## src/rtl/mem_arbiter_pkg.sv

```systemverilog
// mem_arbiter_pkg
//    Shared types for the instruction/data memory arbiter.
//    arb_state_t : arbiter FSM states
//    arb_port_t  : requester identity, used for round-robin bookkeeping
package mem_arbiter_pkg;

   typedef enum logic [1:0] {
      IDLE,
      ACC_A,
      ACC_B,
      RESP
   } arb_state_t;

   typedef enum logic {
      PORT_A,
      PORT_B
   } arb_port_t;

endpackage

```

## src/rtl/arb_cmd_reg.sv

```systemverilog
// arb_cmd_reg
//    Command register for the memory arbiter. It captures the granted
//    requester's address, write data, byte mask and operation on load.
//    The memory port is driven only from this register.
//    Ports:
//       clk, rst_n      clock, asynchronous active-low clear
//       load            capture enable (grant)
//       addr/wdata/wmask/op_write   command to capture
//       cmd_*           registered command
module arb_cmd_reg #(
   parameter int ADDR_W = 32,
   parameter int DATA_W = 32
) (
   input  logic                clk,
   input  logic                rst_n,
   input  logic                load,
   input  logic [ADDR_W-1:0]   addr,
   input  logic [DATA_W-1:0]   wdata,
   input  logic [DATA_W/8-1:0] wmask,
   input  logic                op_write,
   output logic [ADDR_W-1:0]   cmd_addr,
   output logic [DATA_W-1:0]   cmd_wdata,
   output logic [DATA_W/8-1:0] cmd_wmask,
   output logic                cmd_write
);

   always_ff @(posedge clk or negedge rst_n) begin
      if (!rst_n) begin
         cmd_addr  <= '0;
         cmd_wdata <= '0;
         cmd_wmask <= '0;
         cmd_write <= 1'b0;
      end else if (load) begin
         cmd_addr  <= addr;
         cmd_wdata <= wdata;
         cmd_wmask <= wmask;
         cmd_write <= op_write;
      end
   end

endmodule

```

## src/rtl/mem_arbiter.sv

```systemverilog
// mem_arbiter
//    Merges the instruction port (a) and data port (b) onto a single
//    memory port with round-robin arbitration. The granted command is
//    latched, the memory strobe is held until pmem_resp, and a one-cycle
//    registered response is returned to the granted port.
//    Ports:
//       clk, rst_n                       clock, asynchronous active-low reset
//       read_a, address_a                fetch request
//       rdata_a, resp_a                  fetch response
//       read_b, write, wmask, address_b, wdata   data request
//       rdata_b, resp_b                  data response (loads and stores)
//       pmem_*                           physical memory port
module mem_arbiter
   import mem_arbiter_pkg::*;
#(
   parameter int ADDR_W = 32,
   parameter int DATA_W = 32
) (
   input  logic                clk,
   input  logic                rst_n,
   input  logic                read_a,
   input  logic [ADDR_W-1:0]   address_a,
   output logic [DATA_W-1:0]   rdata_a,
   output logic                resp_a,
   input  logic                read_b,
   input  logic                write,
   input  logic [DATA_W/8-1:0] wmask,
   input  logic [ADDR_W-1:0]   address_b,
   input  logic [DATA_W-1:0]   wdata,
   output logic [DATA_W-1:0]   rdata_b,
   output logic                resp_b,
   output logic                pmem_read,
   output logic                pmem_write,
   output logic [ADDR_W-1:0]   pmem_address,
   output logic [DATA_W-1:0]   pmem_wdata,
   output logic [DATA_W/8-1:0] pmem_wmask,
   input  logic [DATA_W-1:0]   pmem_rdata,
   input  logic                pmem_resp
);

   arb_state_t state, state_nx;
   arb_port_t  last_grant, last_grant_nx;

   logic req_a, req_b;
   logic grant_a, grant_b;
   logic in_access;

   logic [ADDR_W-1:0]   cmd_addr_in;
   logic [DATA_W-1:0]   cmd_wdata_in;
   logic [DATA_W/8-1:0] cmd_wmask_in;
   logic                cmd_write_in;
   logic [ADDR_W-1:0]   cmd_addr;
   logic [DATA_W-1:0]   cmd_wdata;
   logic [DATA_W/8-1:0] cmd_wmask;
   logic                cmd_write;

   assign req_a = read_a;
   assign req_b = read_b | write;

   always_ff @(posedge clk or negedge rst_n) begin
      if (!rst_n) begin
         state      <= IDLE;
         last_grant <= PORT_A;
      end else begin
         state      <= state_nx;
         last_grant <= last_grant_nx;
      end
   end

   // A wins when it is the only requester, or on contention when B was
   // served last; otherwise any B request wins.
   always_comb begin
      state_nx      = state;
      last_grant_nx = last_grant;
      grant_a       = 1'b0;
      grant_b       = 1'b0;
      case (state)
         IDLE: begin
            if (req_a && (!req_b || last_grant == PORT_B)) begin
               grant_a       = 1'b1;
               state_nx      = ACC_A;
               last_grant_nx = PORT_A;
            end else if (req_b) begin
               grant_b       = 1'b1;
               state_nx      = ACC_B;
               last_grant_nx = PORT_B;
            end
         end
         ACC_A, ACC_B: begin
            if (pmem_resp) state_nx = RESP;
         end
         RESP:    state_nx = IDLE;
         default: state_nx = IDLE;
      endcase
   end

   // Fetches always read with an empty mask; write dominates read_b.
   assign cmd_addr_in  = grant_a ? address_a : address_b;
   assign cmd_wdata_in = grant_a ? '0 : wdata;
   assign cmd_wmask_in = grant_a ? '0 : wmask;
   assign cmd_write_in = grant_b & write;

   arb_cmd_reg #(
      .ADDR_W (ADDR_W),
      .DATA_W (DATA_W)
   ) u_cmd_reg (
      .clk       (clk),
      .rst_n     (rst_n),
      .load      (grant_a | grant_b),
      .addr      (cmd_addr_in),
      .wdata     (cmd_wdata_in),
      .wmask     (cmd_wmask_in),
      .op_write  (cmd_write_in),
      .cmd_addr  (cmd_addr),
      .cmd_wdata (cmd_wdata),
      .cmd_wmask (cmd_wmask),
      .cmd_write (cmd_write)
   );

   assign in_access    = (state == ACC_A) || (state == ACC_B);
   assign pmem_read    = in_access && !cmd_write;
   assign pmem_write   = in_access && cmd_write;
   assign pmem_address = cmd_addr;
   assign pmem_wdata   = cmd_wdata;
   assign pmem_wmask   = cmd_wmask;

   // In RESP, last_grant still identifies the port just served.
   assign resp_a = (state == RESP) && (last_grant == PORT_A);
   assign resp_b = (state == RESP) && (last_grant == PORT_B);

   always_ff @(posedge clk or negedge rst_n) begin
      if (!rst_n) begin
         rdata_a <= '0;
         rdata_b <= '0;
      end else if (pmem_resp) begin
         if (state == ACC_A) rdata_a <= pmem_rdata;
         if (state == ACC_B) rdata_b <= pmem_rdata;
      end
   end

endmodule

```

## config.mk

```make
export PLATFORM = sky130hd
export DESIGN_NAME = mem_arbiter
export DESIGN_NICKNAME = d
export VERILOG_FILES = /design/src/rtl/mem_arbiter_pkg.sv /design/src/rtl/arb_cmd_reg.sv /design/src/rtl/mem_arbiter.sv
export SDC_FILE = /design/constraint.sdc
export NUM_CORES = 1
export LEC_CHECK = 0
export CAP_MARGIN = 10
export CORE_ASPECT_RATIO = 0.9
export CORE_UTILIZATION = 41
export DETAILED_ROUTE_END_ITERATION = 12
export GPL_ROUTABILITY_DRIVEN = 0
export PLACE_DENSITY = 0.86
export SETUP_SLACK_MARGIN = 0.2
export SYNTH_ARGS = -nofsm -noshare
export SYNTH_HDL_FRONTEND = slang
export SYNTH_SLANG_ARGS = --single-unit
```

## constraint.sdc

```tcl
create_clock -name clk -period 1.75 [get_ports clk]
set_input_delay 0.35 -clock clk [delete_from_list [all_inputs] [get_ports clk]]
set_output_delay 0.35 -clock clk [all_outputs]
set_load 0.01 [all_outputs]
```

==> metrics <==
outcome=complete, no violations; clock power share=19.1%; initial antenna violation count=0; Peak VDD IR=0.7393 mV; Syn Area/Cell=12.36 um^2; number of global-route vias before repair=5,027; Final ANT Viol Nets=0; DIE WIDTH=126.4 um; WL per Instance=20.13 um; measured slew at the worst slew-check pin=385.2 ps; Critical Path AT=1380 ps; R2R Path End=rdata_a[1]; cts bufs inserted=17; adder-cell share of the synthesized area=0.8762%; wire length of the first global-routing pass=26,620 um; #FFs+latches synth=136; Die ar.=0.01441 mm^2; async set or reset register ratio after synthesis=100.0%; most frequent cell after synthesis=dfrtp_1; Nets=893; pre-CTS WS=-162.5 ps; R2R Setup Slk=210 ps; Routed WL=18,740 um; Boundary Pins=274; post-synthesis compound-gate area fraction=17.63%; pwr/cell area=1787 mW/mm^2; Post-synth EDFFs=0; Max Clock Skew=5.980 ps; max-cap violations=0; RSZ-0062 raised after global routing=yes; residual DRC count=0; Core Util, Final=71.61%; area share of the largest cell type after synthesis=59.58%; Reg power frac=32.6%; FP Rows=40; f_max=576.4 MHz; placed cells=889; Area Growth Syn to Fin=68.78%; H-Tree Depth=4; layout cells sized above 1=21.89%; Synth Instances=462; Root Driver=clkbuf_16; clock slew at reported path FFs=60 ps; R2R Path Start=state[1]; Worst-Skew Late Latency=400 ps; CP endpoint kind=output port; Final Cycle Share=99.14%; Simple-Gate Fraction of Synth Area=3.417%; mux cell area share after synthesis=12.62%; vias per std cell=5.354; min Tclk post-route=1735 ps; cell-internal power=11.24 mW; Worst Slack Setup Final=15.06 ps; post-synth top area cell=dfrtp_1; Post-DP HPWL=11,380 um; Sw Pwr=5.990 mW; Logic pwr share=48.4%; largest family of logic cells by synthesized area=compound AO/OA/AOI/OAI gates; syn_nets=604; commonest cells in the netlist=136 x dfrtp_1, 64 x mux2_2, 37 x a22o_1; Crit Path Max Fanout=3; synth unique cells=29; Clock Path Buffers=2; Worst setup SP type=flip-flop; I/O Buffers=273; DP Area=0.008737 mm^2; TritonRoute pass-1 iters=6; max-slew violations=0; Leakage=4.794 nW; Initial Util=42.43%; sequential share of the synthesized area=59.58%; area of the mapped netlist=0.005712 mm^2; final instance area=0.009641 mm^2; Hold/Removal Path Class=input port to asynchronous set/reset pin; final setup fails=0; CP required=1400 ps; Global Route Usage Sum=24.03%; drt initial violations=200; grt total ovfl=0; via count=4,985; die height=114.0 um; CP Class=flip-flop to output port; FF-to-FF path depth=6; CTS tree=done; dominant synthesized flop cell=dfrtp_1; sw frac=34.77%; slew margin rel.=74.32%; Synth Area in XOR/XNOR=0%; Final Instance Count excl. Fillers=931; pin count of the biggest net entering global routing=73; core outline area=0.01346 mm^2; clk sink count=136; Diodes inserted=0; Synth area leaders=dfrtp_1 60%, mux2_2 13%, a22o_1 5.7%, a31o_2 3.4%, a21oi_1 2.9%; final hold vios=0; total negative slack=0 ps; Ys Warns=0
==> final cells by class <==
class	count	area, um^2
inverters	35	131.4
repair buffers	306	3029
clock buffers	20	446.7
flip-flops and latches	136	3403
well taps	168	210.2
fillers	904	3822
clock inverters	11	100.1
multi-input cells	255	2320
==> kinds of logic (layout without fill, tap and decap cells) <==
family | Yosys count | after routing
compound gates | 142 | 142
fa+ha+maj | 4 | 4
buf+inv | 71 | 372
flops | 136 | 136
mux | 64 | 64
simple gates | 45 | 45
==> worst max-delay path, stage by stage (launching register included) <==
cell and delay [ps]:
dfrtp_1 380, inv_2 70, ha_4 260, nor2b_1 120, buf_2 150
==> power groups by stage <==
stage | combinational (mW) | clock [mW] | sequential (mW)
after floorplan | 3.12 | 0 | 6.12
after global placement | 7.81 | 0 | 5.46
after detailed placement | 8.08 | 0 | 5.54
after CTS | 7.92 | 3.34 | 5.52
after global routing | 8.86 | 3.49 | 5.76
final | 8.33 | 3.29 | 5.61
==> metrics by stage <==
| stage | total power [mW] | hold slack, ps |
|---|---|---|
| 2_1_floorplan | 9.244 | 54.41 |
| 3_3_place_gp | 13.27 | 279.6 |
| 3_5_place_dp | 13.62 | 285.2 |
| 4_1_cts | 16.78 | 428.8 |
| 5_1_grt | 18.11 | 452.6 |
| 6_report | 17.23 | 439.4 |
==> metal layers <==
layer	part of all wire (%)	vias up	global-route usage [%]	routed length, um
met5	0	-	0	0
met4	1.8	0	9.157	339
met2	53	260	42.58	9972
met3	6.4	26	5.347	1208
li1	-	2219	-	-
met1	39	2480	28.64	7217
==> worst max path at each step <==
stage | startpoint | endpoint | cells after the start
after floorplan | state[0] | u_cmd_reg.cmd_addr[0] | 7
final | state[1] | pmem_read | 4
after global placement | read_a | u_cmd_reg.cmd_addr[4] | 5
after global routing | state[1] | pmem_read | 4
after detailed placement | read_a | u_cmd_reg.cmd_addr[9] | 5
after CTS | state[1] | pmem_read | 4
==> layout by cell type, fill, tap and decap left out, drive strengths merged, types with 2 or more instances in the layout <==
master / count
a21oi: 33
a22o: 37
a31o: 32
and2: 4
buf: 32
clkbuf: 25
clkdlybuf4s50: 135
clkinv: 4
clkinvlp: 5
dfrtp: 136
dlygate4sd2: 132
ha: 4
inv: 36
mux2: 64
nand2: 34
nor2b: 2
o21ai: 32
==> sequential cells by signal, indices dropped and copies added (netlist names) <==
signal,count
u_cmd_reg.cmd_wmask,4
rdata_a,32
u_cmd_reg.cmd_write,1
last_grant,1
rdata_b,32
u_cmd_reg.cmd_wdata,32
state,2
u_cmd_reg.cmd_addr,32
==> timing repair <==
action / in CTS / in global routing
endpoints found under the hold margin: 34 / 0
setup buffers: 2 / 1
resized for setup: 233 / 8
hold buffers: 1 / 0
pin swaps: 3 / 1
endpoints found under the setup margin: 191 / 84
gates cloned: 0 / 7
No activity file was read; power rests on OpenSTA's default activity.
